`config.mk`:
```
export PLATFORM = sky130hd
export DESIGN_NAME = branch_cmp_serial
export DESIGN_NICKNAME = d
export VERILOG_FILES = /design/src/rtl/branch_cmp_serial.sv
export SDC_FILE = /design/constraint.sdc
export NUM_CORES = 1
export LEC_CHECK = 0
export ABC_AREA = 1
export CORE_ASPECT_RATIO = 1.4
export CORE_MARGIN = 2
export CORE_UTILIZATION = 45
export CTS_CLUSTER_SIZE = 30
export DETAILED_ROUTE_END_ITERATION = 6
export PLACE_DENSITY = 0.7
export SLEW_MARGIN = 20
export SYNTH_ARGS = -nofsm -noshare
export SYNTH_HDL_FRONTEND = slang
export SYNTH_SLANG_ARGS = --single-unit
```
`constraint.sdc`:
```
create_clock -name i_clk -period 4.3 [get_ports i_clk]
set_clock_uncertainty 0.2 [all_clocks]
set_input_delay 0.645 -clock i_clk [delete_from_list [all_inputs] [get_ports i_clk]]
set_output_delay 0.645 -clock i_clk [all_outputs]
set_load 0.02 [all_outputs]
```
`src/rtl/branch_cmp_serial.sv`:
```
`default_nettype none
// +--------------------------------------------------------------------------+
// | branch_cmp_serial : MSB-first serial branch comparator (BR_LESS/EQUAL)    |
// | Option macro: BRC_EARLY_EXIT_EN (stop at first differing bit)             |
// | Rev 1.0                                                                   |
// +--------------------------------------------------------------------------+

module comparator_1bit (
  input  logic a,
  input  logic b,
  output logic greater,
  output logic equal,
  output logic less
);
  assign greater = a & ~b;
  assign equal   = ~(a ^ b);
  assign less    = ~a & b;
endmodule

module branch_cmp_serial #(
  parameter int WIDTH = 32
) (
  input  logic             i_clk,
  input  logic             i_rst_n,
  input  logic             i_start,
  input  logic [WIDTH-1:0] i_rs1_data,
  input  logic [WIDTH-1:0] i_rs2_data,
  input  logic             i_br_un,
  output logic             o_busy,
  output logic             o_done,
  output logic             o_br_less,
  output logic             o_br_equal
);

  localparam int IW = (WIDTH > 1) ? $clog2(WIDTH) : 1;
  localparam logic [IW-1:0] C_IDX_MSB = IW'(WIDTH - 1);

  typedef enum logic [1:0] {
    S_IDLE = 2'd0,
    S_CMP  = 2'd1,
    S_DONE = 2'd2
  } state_t;

  state_t           r_state;
  logic [WIDTH-1:0] r_op_a;
  logic [WIDTH-1:0] r_op_b;
  logic             r_br_un;
  logic [IW-1:0]    r_idx;

  logic w_bit_a;
  logic w_bit_b;
  logic w_gt_1;
  logic w_eq_1;
  logic w_lt_1;
  logic w_bit_less;

  assign w_bit_a = r_op_a[r_idx];
  assign w_bit_b = r_op_b[r_idx];

  comparator_1bit u_cmp (
    .a       (w_bit_a),
    .b       (w_bit_b),
    .greater (w_gt_1),
    .equal   (w_eq_1),
    .less    (w_lt_1)
  );

  // A signed sign-bit mismatch flips the sense: the side holding the 1 is negative.
  assign w_bit_less = (!r_br_un && (r_idx == C_IDX_MSB)) ? w_gt_1 : w_lt_1;

`ifndef BRC_EARLY_EXIT_EN
  logic r_found;
  logic r_found_less;
`endif

  always_ff @(posedge i_clk or negedge i_rst_n) begin
    if (!i_rst_n) begin
      r_state      <= S_IDLE;
      r_op_a       <= '0;
      r_op_b       <= '0;
      r_br_un      <= 1'b0;
      r_idx        <= '0;
      o_busy       <= 1'b0;
      o_done       <= 1'b0;
      o_br_less    <= 1'b0;
      o_br_equal   <= 1'b0;
`ifndef BRC_EARLY_EXIT_EN
      r_found      <= 1'b0;
      r_found_less <= 1'b0;
`endif
    end else begin
      case (r_state)
        S_IDLE: begin
          o_done <= 1'b0;
          if (i_start) begin
            r_op_a     <= i_rs1_data;
            r_op_b     <= i_rs2_data;
            r_br_un    <= i_br_un;
            r_idx      <= C_IDX_MSB;
            o_busy     <= 1'b1;
            o_br_less  <= 1'b0;
            o_br_equal <= 1'b0;
`ifndef BRC_EARLY_EXIT_EN
            r_found      <= 1'b0;
            r_found_less <= 1'b0;
`endif
            r_state    <= S_CMP;
          end
        end

        S_CMP: begin
`ifdef BRC_EARLY_EXIT_EN
          if (!w_eq_1) begin
            o_br_less  <= w_bit_less;
            o_br_equal <= 1'b0;
            o_done     <= 1'b1;
            r_state    <= S_DONE;
          end else if (r_idx == '0) begin
            o_br_less  <= 1'b0;
            o_br_equal <= 1'b1;
            o_done     <= 1'b1;
            r_state    <= S_DONE;
          end else begin
            r_idx <= r_idx - IW'(1);
          end
`else
          // Only the most significant differing bit is allowed to decide.
          if (!r_found && !w_eq_1) begin
            r_found      <= 1'b1;
            r_found_less <= w_bit_less;
          end
          if (r_idx == '0) begin
            if (r_found) begin
              o_br_less  <= r_found_less;
              o_br_equal <= 1'b0;
            end else if (!w_eq_1) begin
              o_br_less  <= w_bit_less;
              o_br_equal <= 1'b0;
            end else begin
              o_br_less  <= 1'b0;
              o_br_equal <= 1'b1;
            end
            o_done  <= 1'b1;
            r_state <= S_DONE;
          end else begin
            r_idx <= r_idx - IW'(1);
          end
`endif
        end

        S_DONE: begin
          o_done  <= 1'b0;
          o_busy  <= 1'b0;
          r_state <= S_IDLE;
        end

        default: begin
          o_done  <= 1'b0;
          o_busy  <= 1'b0;
          r_state <= S_IDLE;
        end
      endcase
    end
  end

endmodule
`default_nettype wire

```
* Word level (Yosys, flattened, before mapping)
Index checks and enable logic that the tools add are counted.
** Word-level totals
- Bits in registers :: 78
- Input port bits :: 68
- Word-level logic and storage cells :: 66
** Cells by class
- Add/sub/neg operators :: 1
- $lt $le $gt $ge :: 1
- Equal/unequal tests :: 6
- Mux-type cells :: 28
- Bitwise logic cells :: 6
- Reductions and logical operators :: 13
** Operator list (count)
- 2-to-1 mux 1 bit :: 15
- binary-select mux 1 bit (select 5 bit) :: 2
- 2-to-1 mux 5 bit :: 2
- one-hot mux 1 bit (2 select lines) :: 5
- one-hot mux 5 bit (2 select lines) :: 1
- AND reduction 3 bit :: 3
- != test 2 bit (second input constant) :: 4
- < comparator 5 x 6 -> 1 bit (second input constant) :: 1
- AND reduction 2 bit :: 3
- equality test 5 bit (second input constant) :: 1
- logical NOT 5 bit :: 1
- subtractor 5 x 1 -> 5 bit (second input constant) :: 1
- 2-to-1 mux 2 bit :: 2
- one-hot mux 2 bit (2 select lines) :: 1
- NOT 1 bit :: 3
- bitwise AND 1 bit :: 2
- equality test 2 x 1 -> 1 bit (second input constant) :: 1
- logical AND 1 bit :: 2
- logical NOT 1 bit :: 2
- logical NOT 2 bit :: 1
- nonzero test 2 bit :: 1
- bitwise XOR 1 bit :: 1

* Logic depth before layout (Yosys ltp)
Gate-level depths: netlist (run 1).
- Depth in word-level cells :: 9
- Gate-level depth with buffers :: 16

* By module
A second synthesis (run 1) with hierarchy kept.
** Second synthesis, totals
- Cell total of the unflattened synthesis :: 505
- Area, all modules :: 3749.8 µm²
** By module, submodules not included
- branch_cmp_serial :: instances 1, cells an instance 501, area each 3717.3 µm², sequential area each 1951.9 µm²
- comparator_1bit :: instances 1, cells an instance 4, area each 32.5 µm², sequential area each 0.0 µm²

* Least setup slack after synthesis (run 1)
Ideal clock, no wire load.
- Path type :: flip-flop to flip-flop
- Start point :: register r_idx[0]
- End point :: register r_found_less
- Arrival time :: 1.806 ns
- Setup slack :: 2.229 ns
- Cell stages (with the launch flop) :: 15
- Clock period less this slack :: 2.071 ns
- Cell sequence :: dfrtp_1 > buf_4 > inv_4 > buf_6 > nand2_1 > nand2_1 > nand2_1 > nand3_1 > nand3_1 > nand3_1 > nand2_1 > ha_1 > nand3b_1 > a21o_1 > nand2_1
** Between the ends
- Word-level cells in the longest chain between the ends :: 7
** RTL lines
- from (decl) :: line 48 : logic [IW-1:0] r_idx;
- from (signal assigned) :: line 146 : r_idx <= r_idx - IW'(1);
- binary-select mux 1 bit (select 5 bit), on equally long branches :: line 57, 58
- 2-to-1 mux 1 bit, on equally long branches :: line 57, 58
- NOT 1 bit, on equally long branches :: line 17, 15
- bitwise AND 1 bit, on equally long branches :: line 17, 15
- 2-to-1 mux 1 bit :: line 69 : assign w_bit_less = (!r_br_un && (r_idx == C_IDX_MSB)) ? w_gt_1 : w_lt_1;
- 2-to-1 mux 1 bit :: line 128 : if (!r_found && !w_eq_1) begin
- one-hot mux 1 bit (2 select lines) :: line 92 : case (r_state)
- to (signal assigned) :: line 130 : r_found_less <= w_bit_less;
- to (decl) :: line 73 : logic r_found_less;
Parallel ways exist; a longest one is shown, timed or not. The select of a mux whose other input is x is not followed.
A chain may end at the register's enable or synchronous reset.

* Final worst setup path (run 1)
Same ends and word-level chain as after synthesis.

==> results of run 1 <==
## critical path, cell delays in order (launching register included)
cell      delay [ns]
dfrtp_1         0.80
buf_4           0.39
nand2_1         0.09
nand3_1         0.09
nand3_1         0.08
nand2_1         0.11
nand2_1         0.05
nand3_1         0.07
nand2_1         0.06
ha_1            0.31
nand3b_1        0.20
a21o_1          0.18
nand2_1         0.06
## routing by layer
layer | share of wire [%] | vias to the layer above
met5 | 0 | -
met4 | 1.1 | 0
met3 | 3.7 | 11
met2 | 50 | 73
met1 | 46 | 1698
li1 | - | 1894
## metrics by stage
stage | utilization, % | power (mW) | cells | area, µm²
after detailed placement | 54.9 | 2.92 | 720 | 4750
final | 58.6 | 3.66 | 736 | 5070
after global placement | 54.9 | 2.90 | 720 | 4750
after floorplan | - | 2.47 | 567 | 4040
after global routing | 58.6 | 4.00 | 736 | 5070
after CTS | 58.2 | 3.70 | 735 | 5040
## flip-flops by register name, indices dropped and copies added, names as in the netlist
signal and count:
o_br_equal 1, r_op_a 32, r_op_b 32, r_found 1
r_idx 5, r_br_un 1, o_busy 1, o_done 1
o_br_less 1, r_state 2, r_found_less 1
## cells in the final DEF (no fill, tap or decap)
cell	Yosys	layout
nor2_2	1	1
clkinvlp_4	0	1
inv_2	2	2
nor3_1	1	1
bufinv_16	0	1
a21o_1	1	1
clkdlybuf4s50_1	0	70
inv_4	1	1
clkinv_2	0	2
dfrtp_1	78	78
ha_1	4	4
o21ai_0	29	29
nand2_1	302	302
inv_1	27	27
buf_4	8	7
nand4_1	2	2
clkinv_1	1	1
clkbuf_8	0	1
clkbuf_16	0	9
a21oi_1	12	12
nand3b_1	1	1
buf_16	0	1
nand3_1	67	67
clkbuf_1	8	1
nor2_1	9	9
## Yosys cell counts
library cell	number	area, µm²
inv_4	1	6.26
buf_4	8	60.1
nor2_2	1	6.26
buf_2	10	50.1
dfrtp_1	78	1950
nand3b_1	1	7.51
ha_1	4	50.1
o21ai_0	29	145
inv_2	2	7.51
buf_6	3	33.8
nand3_1	67	335
nor2_1	9	33.8
clkbuf_1	8	30.0
clkinv_1	1	3.75
nand4_1	2	12.5
nand2_1	302	1130
a21o_1	1	7.51
inv_1	27	101
a21oi_1	12	60.1
nor3_1	1	5.00
## logic make-up (layout without fill, tap and decap cells)
logic type | Yosys count | count (layout)
AO/OA/AOI/OAI | 42 | 42
adder cells (fa/ha/maj) | 4 | 4
buffers and inverters | 60 | 124
flip-flops | 78 | 78
AND/OR/NAND/NOR | 383 | 383
## power groups by stage
stage                     Sequential, mW  Combinational [mW]  Clock [mW]
final                               1.31                1.60       0.756
after floorplan                     1.23                1.25           0
after detailed placement            1.32                1.60           0
after CTS                           1.31                1.62       0.771
after global placement              1.32                1.58           0
after global routing                1.34                1.86       0.799
## cell type report
cell class,count,share of cell area [%]
sequential,78,38.5
clock buffer,11,4.79
inverter,31,2.34
timing repair buffer,78,15.4
tap,105,2.59
multi-input combinational,429,35.4
clock inverter,4,0.938
## worst paths after layout
path,from,end,slack (ns),depth (start not counted)
max,r_idx[0],r_found_less,1.52,12
min,i_rst_n,r_op_b[19],0.02,1
max reg2reg,r_idx[0],r_found_less,1.52,12
min reg2reg,r_state[1],o_busy,0.26,1
max in group asynchronous,i_rst_n,r_op_a[10],3.30,2
min in group i_clk,r_state[1],o_busy,0.26,1
==> run summary, run 1 <==
The run finished with clean final reports. The tightest hold path in the finished design has a slack of 0.0216 ns. The gate count after technology mapping came out at 567. The number of different library cells in the post-synthesis netlist is 20. The tree built by TritonCTS fans out to 78 sinks. The total power density per cell area is 722 nW/µm². The repair_antennas step left the layout with diodes totalling 0. The critical path class is reg -> reg.

After clock tree synthesis, the flow added hold-fix buffers numbering 0. The classification of the worst-slack hold path is in -> async. The detailed placer's ending HPWL is 7030 µm. The share of total power dissipated in sequential elements is 35.7%. The number of gates resized after CTS was 0. The layout overhead on the synthesized area is 25.4%. The per-cell routed wire length is 13.9 µm.

The clock insertion delay at the later pin of the skew report came out at 0.34 ns. The overall routed net length came out at 10200 µm. The die is 84.1 µm wide. The cell sitting at the root of the clock tree is a clkbuf_16. Global routing consumed, on the met1 layer, 28.9% of the routing resources. Setup repair after global routing left no endpoint under its margin. The pin count of the biggest net entering global routing is 79. The remaining antenna violation count is 0. The internal power of the cells came out at 2.12 mW.

The max-slew headroom at the worst pin is 52.4%. The share of total power consumed by net switching came out at 42.0%. Synthesis inferred 78 register bits.

The final-stage net count is 699. The residual DRC count is 0. The routed via count came out at 3676.

After clock tree synthesis, the setup repair step added 0 buffers. The number of buffers created by CTS is 9. met2 is the most crowded layer. The initial antenna violation count is 0.

The floorplan has 40 rows. TritonCTS built the clock tree. The final cycle utilization of the critical path came out at 64.7%. The synthesized-area fraction occupied by adder cells is 1.24%. The number of global-route vias before repair came out at 3640.

The xor and xnor fraction of the mapped netlist area is 0%. The tool flagged a number of max-cap violations equal to 0. For this design the top-level I/O count stands at 72. The kind of capture point of the worst setup path is a flop. The worst supply voltage drop on vdd came out at 0.321 mV.

Summed over all nets, the switching power comes to 1.54 mW. The filler cell count in the final layout is 866. After routing, the total negative slack on setup checks comes to 0 ns. The starting density of the core came out at 46.7%. The post-layout worst setup margin is 1.52 ns. Global routing used 22.3% of the available tracks.

The core outline area is 8660 µm². The register clock-pin slew on the reported worst setup and hold paths came out at 0.06 ns. The first-pass GRT wire length came out at 17400 µm. In this run the number of H-tree levels came out at 3. The global route total overflow came out at 0. The total count of hold-check failures in the final report came out at 0. The sequential fraction of the synthesis area came out at 48.3%. The routability congestion estimate is 0.886.

The via-per-instance ratio came out at 4.99. The highest clock frequency the design can meet came out at 0.360 GHz. The static leakage is 2.59 nW. The multi-input combinational cells in the finished layout cover a total of 1800 µm².

The endpoint arrival time on the critical path came out at 2.86 ns. Of all nets on the critical path, the largest fanout is 26. The simple logic cell fraction of the synthesized area is 38.0%.

The total of endpoints with negative setup slack in the final report is 0. The number of buffers added on ports came out at 71. In this run the mean area of a mapped cell was 7.13 µm². The combinational share of power is 43.6%.

At the worst endpoint, the required time is 4.37 ns. The met2 track utilization from global routing is 38.3%. The die area came out at 9770 µm². STA classifies the critical path startpoint as a flop. The minimum period implied by the final worst setup slack is 2.78 ns. The global-route met3 utilization is 3.82%. The slew at the pin with the worst max-slew slack came out at 0.714 ns. The count of warnings emitted by yosys is 0. The final count of pins violating max slew is 0. The longest clock path from root to sink contains 2 buffers. The initial DRC count is 224. The synthesized netlist occupies a cell area of 4040 µm². The height of the die came out at 116 µm. The fraction of power consumed by the clock network came out at 20.7%.

Summing the areas of all compound-gate instances in the mapped netlist gives 5.26% of the synthesized area. The fraction of final layout cells sized beyond drive strength 1 is 4.12%. Prior to clock tree synthesis, the placed netlist has a worst setup slack of 1.53 ns. The flip-flop and latch area is 1950 µm².

By area, the combinational part of the netlist is dominated by simple AND/OR/NAND/NOR gates. The number of nets in the synthesized netlist is 639. The first TritonRoute pass finished after 5 iterations. Of the post-synthesis cell area, the part taken by muxes is 0%.
Note: power is estimated with default switching activity, not from simulation.
==> run 2, diff against run 1 <==
==> constraint.sdc (replaced) <==
create_clock -name i_clk -period 2.9 [get_ports i_clk]
set_clock_uncertainty 0.2 [all_clocks]
set_input_delay 0.435 -clock i_clk [delete_from_list [all_inputs] [get_ports i_clk]]
set_output_delay 0.435 -clock i_clk [all_outputs]
set_load 0.02 [all_outputs]
==> run 2 against run 1 <==
  * Fmax is 19% higher
  * Largest cell class unchanged
  * Sequential share of layout area is 0.38 points lower
  * Highest routed layer unchanged
  * Flip-flop and latch count stayed put
  * Routed wire length is 2.6% lower
  * Non-clock buffer count is 5 higher
  * Clock power is 60% higher
  * Final area is 0.99% higher
  * Largest power group unchanged
  * First-iteration DRC count is 69% higher
  * Critical path type unchanged
  * Power is 52% higher
  * Global-route usage is 0.18 points lower
==> run summary, run 2 (synthesis results as in run 1) <==
The flow ran to the end, and the final reports show no timing, DRC or antenna violations. Static timing analysis puts the maximum clock frequency at 0.428 GHz. Data arrives at the worst endpoint at 2.41 ns. The internal power of the cells is 3.29 mW. The final-stage net count is 704. STA classifies the critical path endpoint as a flop. The layout overhead on the synthesized area came out at 26.7%. The clock passes through at most 2 buffers. The starting density of the core is 46.7%. The post-cts repair resize count came out at 0. Net switching is 40.9% of the power.

The standard-cell row count came out at 40. The clock insertion delay at the later pin of the skew report came out at 0.34 ns. The height of the die is 116 µm. The detailed router used layers up to and including met4. The total count of hold-check failures in the final report is 0. The pin count of the biggest net entering global routing is 79. The number of buffers added on ports came out at 71. The final cycle utilization of the critical path came out at 80.6%.

Clock-pin slew was measured on the worst setup and hold paths at 0.06 ns. The die covers 9770 µm². The number of global-route vias before repair is 3621. The worst pin sits at a relative slew slack of 35.5%. The worst setup path is launched from a flop. For this design the ratio of total power to cell area is 1090 nW/µm². The initial antenna violation count is 0.

The worst endpoint required time is 2.98 ns. In this run the worst hold path is classified as in -> async. The die is 84.1 µm wide. The routed via count is 3676.

The most common library cell in the layout ignoring fill and taps is nand2_1. The critical path is of the reg -> reg type. After detailed routing, the wire length on met1 is 4480 µm. The total design power is 5.57 mW. Setup repair after global routing left no endpoint under its margin. After detailed routing, the number of remaining DRC violations is 0. TritonCTS built the clock tree. The total of endpoints with negative setup slack in the final report came out at 0. Using the TritonRoute via totals, the vias-per-cell ratio works out to 4.96. The overall routed net length came out at 9940 µm. The total overflow left after global routing is 0. The largest fanout on the critical path is 35. The library cells used most frequently in the layout, excluding fill and tap cells, are 302 x nand2_1, 78 x dfrtp_1, 70 x clkdlybuf4s50_1. The static leakage came out at 2.63 nW. Setup total negative slack on the finished layout was measured at 0 ns. The post-CTS setup buffer count is 0.

CTS built an H-tree with a depth of 3. At the pin with the least slew margin, the transition time is 0.968 ns. The detailed-routing iteration count for the pre-antenna-repair pass came out at 4. The flip-flop and latch area is 1950 µm².

The routability congestion estimate came out at 0.965. The number of hold buffers added after CTS is 0. Per report_power, the sequential group accounts for 33.3% of the total. The master cell of the clock root buffer is clkbuf_16.

The minimum period implied by the final worst setup slack is 2.34 ns. The final count of pins violating max slew was 0. The per-cell routed wire length came out at 13.4 µm. The remaining antenna violation count is 0.

The tree built by TritonCTS fans out to 78 sinks. 72 I/O pins were placed. The net switching power figure came out at 2.28 mW.

The wire length on met3 is 460 µm. In this run, CTS created clock tree buffers numbering 9. The number of diodes is 0. The core outline area came out at 8660 µm². The initial DRC count is 379.

The fraction of final layout cells sized beyond drive strength 1 is 5.03%. Across the VDD grid, the largest voltage drop is 0.645 mV. The fraction of power consumed by the clock network came out at 21.8%. The first-pass GRT wire length came out at 17200 µm. The amount of wire on met2 after detailed routing came out at 4800 µm. The number of violations of the max-capacitance limit is 0.

The overall global routing resource usage is 22.2%. The filler cells instantiated in the layout total 862. The detailed placer's ending HPWL is 7070 µm. The largest registers in the layout are r_op_a x32, r_op_b x32, r_idx x5. The combinational share of power is 45.0%. The combined area of the multi-input logic cells is 1800 µm².

The final core utilization came out at 59.1%.
[run 2: cell types whose count changed in the layout (fill, tap and decap cells not counted), sizes merged]
cell / change
clkinvlp: -1
buf: +5
bufinv: +1
[run 2: final timing paths]
check	start	endpoint	slack, ns	depth (start not counted)
max	r_idx[0]	r_found_less	0.56	12
min	i_rst_n	r_op_b[19]	0.03	1
max reg2reg	r_idx[0]	r_found_less	0.56	12
min reg2reg	r_state[1]	o_busy	0.26	1
max in group asynchronous	i_rst_n	r_idx[4]	1.81	1
min in group i_clk	r_state[1]	o_busy	0.26	1
[run 2: metrics by stage]
| step | cell area [µm²] | worst slack [ns] | cells | hold slack (ns) |
|---|---|---|---|---|
| 2_1_floorplan | 4040 | 0.829 | 567 | -0.0606 |
| 5_1_grt | 5120 | 0.381 | 741 | 0.135 |
| 3_3_place_gp | 4800 | 0.589 | 726 | 0.234 |
| 3_5_place_dp | 4800 | 0.567 | 726 | 0.255 |
| 6_report | 5120 | 0.563 | 741 | 0.0324 |
| 4_1_cts | 5120 | 0.546 | 741 | 0.0915 |
[run 2: area by class of cell]
class	count	share of cell area (%)
inverters	31	2.32
flip-flops and latches	78	38.1
repair buffers	83	15.6
well taps	105	2.57
multi-input cells	429	35.1
clock inverters	4	1.37
clock buffers	11	4.94
[run 2: routing by layer]
metal	vias to the layer above	GRT usage [%]
met5	-	0
met3	12	3.67
li1	1904	-
met1	1680	28.5
met2	80	37.6
met4	0	8.82
[run 2: power groups by stage]
stage	Clock [mW]	Sequential (mW)	Combinational, mW
2_1_floorplan	0	1.82	1.85
3_3_place_gp	0	1.85	2.50
3_5_place_dp	0	1.87	2.52
4_1_cts	1.24	1.85	2.54
5_1_grt	1.28	1.92	2.90
6_report	1.21	1.85	2.50
[run 2: critical path, stage by stage, from the launching register on]
cell      delay [ns]
dfrtp_1         0.41
inv_4           0.30
nand2_1         0.09
nand2_1         0.14
nand2_1         0.07
nand3_1         0.08
nand3_1         0.08
nand3_1         0.09
nand2_1         0.06
ha_1            0.33
nand3b_1        0.20
a21o_1          0.18
nand2_1         0.05
==> run 3, diff against run 2 <==
==> constraint.sdc (replaced) <==
create_clock -name i_clk -period 2.3 [get_ports i_clk]
set_clock_uncertainty 0.2 [all_clocks]
set_input_delay 0.345 -clock i_clk [delete_from_list [all_inputs] [get_ports i_clk]]
set_output_delay 0.345 -clock i_clk [all_outputs]
set_load 0.02 [all_outputs]
==> run 3 against run 2 <==
  * Die area unchanged
  * Largest power group unchanged
  * Sequential share of layout area is 2.3 points lower
  * Power is 35% higher
==> run summary, run 3 (synthesis results as in run 1) <==
The final cycle utilization of the critical path is 97.9%. In this run the vertical extent of the chip is 116 µm. For this run, the top clock speed supported by timing is 0.444 GHz. The floorplan has 40 rows. The total power density per cell area is 1380 nW/µm². The CTS sink count is 78. The endpoint arrival time on the critical path is 2.33 ns. The layout overhead on the synthesized area came out at 34.8%. Setup repair after global routing could not meet its margin everywhere. The number of buffers added on ports came out at 71. At the end of the flow, the number of nets in the layout was 716.

The launching instance or port of the critical path is r_idx[0]. Dividing the detail-routed via count by the number of cells gives 5.07. The largest registers in the layout are r_op_a x32, r_op_b x32, r_idx x5. Once placement completed, the tool counted placed cells totaling 733.

The instance area at placement came out at 4900 µm². STA classifies the critical path startpoint as a flop. The net switching power figure is 3.17 mW. The die covers 9770 µm². The largest individual stage delay along the critical path comes from the cell dfrtp_2. The number of global-route vias before repair came out at 3843. The number of cell instances on the worst register-to-register path came out at 12. The initial antenna violation count is 0. The detailed-routing iteration count for the pre-antenna-repair pass came out at 4. The TritonCTS clock tree is built.

The per-cell routed wire length is 13.9 µm. Grouping stages by cell kind, the critical path spends the most delay in simple AND/OR/NAND/NOR gates. The total I/O pin count is 72. The critical path's largest stage delay came out at 0.46 ns.

The number of buffers created by CTS came out at 9. The first-pass GRT wire length is 17800 µm. The largest fanout on the critical path is 8.

The startpoint identified for the worst hold timing path is r_state[1]. The reg-to-reg critical path endpoint is r_found_less. The library cell used most frequently in the layout, excluding fill and tap cells, is nand2_1. The overall global routing resource usage is 23.0%. The setup path with the least slack is of type reg -> reg. The fraction of power consumed by the clock network is 19.3%. The final instance area came out at 5450 µm². Overall power consumption after layout is estimated at 7.53 mW. The startpoint identified for the worst register-to-register timing path is r_idx[0]. Entering global routing, the biggest net connects 87 pins.

The tree is rooted in a clkbuf_16. The die extent in x is 84.1 µm. The residual DRC count came out at 0.

The core region is 8660 µm². The largest buffer count on any clock path is 2. The slew at the pin with the worst max-slew slack is 0.537 ns.

The total count of hold-check failures in the final report is 0. The worst hold path terminates at o_busy. The filler cell count in the final layout is 792. The worst setup path is captured at a flop. The number of diodes came out at 0. The routed via count is 3824. The maximum level of the CTS H-tree came out at 3.

Once detail routing completed, the nets flagged for antenna violations numbered 0. The total of endpoints with negative setup slack in the final report is 0. The register clock-pin slew on the reported worst setup and hold paths is 0.06 ns. The static leakage is 2.75 nW. The initial DRC count is 216. Excluding fillers, the count of instances in the completed layout stands at 754.

The worst supply voltage drop on vdd is 0.677 mV. Across the run, the number of max-cap violations was 0. The detailed placer's ending HPWL is 7280 µm. Traced cell by cell, the critical path runs through clkinv_4 > clkbuf_16 > nand2_4 > nand2_4 > a21oi_2 > nand3_1 > nand3_1 > nand2_2 > ha_4 > nand3b_1 > a21o_1 > nand2_1. After layout, the minimum clock period comes to 2.25 ns.

In this run, flip-flops and latches consume 31.6% of the power. The max-slew headroom at the worst pin came out at 64.2%. The starting density of the core came out at 46.7%.

The count of buffer and inverter cells on the critical path came out at 2. In the layout the commonest cells are 284 x nand2_1, 77 x dfrtp_1, 70 x clkdlybuf4s50_1. The overall routed net length is 10500 µm.

The internal power of the cells came out at 4.36 mW. The worst hold path cell count is 1. The combinational share of power came out at 49.1%. The fraction of final layout cells sized beyond drive strength 1 came out at 12.2%. The classification of the worst-slack hold path is reg -> reg. The worst endpoint required time came out at 2.38 ns.

Clock latency on the worst-skew pair, taken at its later pin, is 0.34 ns. Global routing finished with a remaining overflow of 0. The flow ran to the end, and the final reports show no timing, DRC or antenna violations. The final count of pins violating max slew is 0. Setup slack on the worst reg-to-reg path comes out at 0.05 ns.

Net switching is 42.1% of the power. The routability congestion estimate is 0.895.
-- run 3: cell count changes in the layout (fill, tap and decap cells not counted), sizes merged --
| cell | change |
|---|---|
| clkbuf | +1 |
| buf | +9 |
| dlygate4sd3 | +1 |
| bufinv | -1 |
| clkinvlp | +2 |
| inv | +1 |
-- run 3: cell type report --
class                      count  area, µm²  area share [%]
clock inverter                 6       67.6            1.24
clock buffer                  10        239            4.39
tap                          105        131            2.41
inverter                      31        121            2.23
multi-input combinational    429       1940            35.7
timing repair buffer          95        991            18.2
sequential                    78       1950            35.9
-- run 3: worst max path at each step --
| stage | end | cells past startpoint |
|---|---|---|
| floorplan | r_found_less | 14 |
| global placement | r_found_less | 13 |
| detailed placement | r_found_less | 13 |
| CTS | r_found_less | 13 |
| global route | r_found_less | 12 |
| finish | r_found_less | 12 |
-- run 3: power groups by stage --
| stage | registers, mW | logic [mW] | clock network (mW) |
|---|---|---|---|
| 2_1_floorplan | 2.30 | 2.33 | 0 |
| 3_3_place_gp | 2.36 | 3.25 | 0 |
| 3_5_place_dp | 2.37 | 3.31 | 0 |
| 4_1_cts | 2.35 | 3.36 | 1.49 |
| 5_1_grt | 2.46 | 4.18 | 1.56 |
| 6_report | 2.38 | 3.70 | 1.46 |
-- run 3: per-stage QoR --
step / worst slack (ns) / utilization (%) / hold WS (ns) / TNS (ns)
final: 0.0491 / 62.9 / 0.250 / 0
after global routing: -0.0465 / 62.9 / 0.271 / -0.0465
after CTS: 0.0203 / 60.4 / 0.251 / 0
after detailed placement: -0.0102 / 56.6 / 0.163 / -0.0102
after global placement: 0.0123 / 56.6 / 0.159 / 0
after floorplan: 0.229 / - / -0.151 / 0
-- run 3: what timing repair did --
| action | CTS | global route |
|---|---|---|
| cloned | 0 | 2 |
| pin swaps | 0 | 14 |
| endpoints found under the hold margin | 39 | 0 |
| hold buffers | 1 | 0 |
| gates resized for setup | 1 | 44 |
| buffers inserted | 2 | 1 |
| setup endpoints to repair | 1 | 3 |
-- run 3: routing by layer --
layer  wire [µm]  vias to the layer above  track usage [%]  part of all wire [%]
li1            -                     1939                -                     -
met2        5230                       92             39.7                    50
met5           0                        -                0                     0
met4         149                        0             8.92                   1.4
met1        4650                     1783             28.9                    44
met3         440                       10             4.03                   4.2
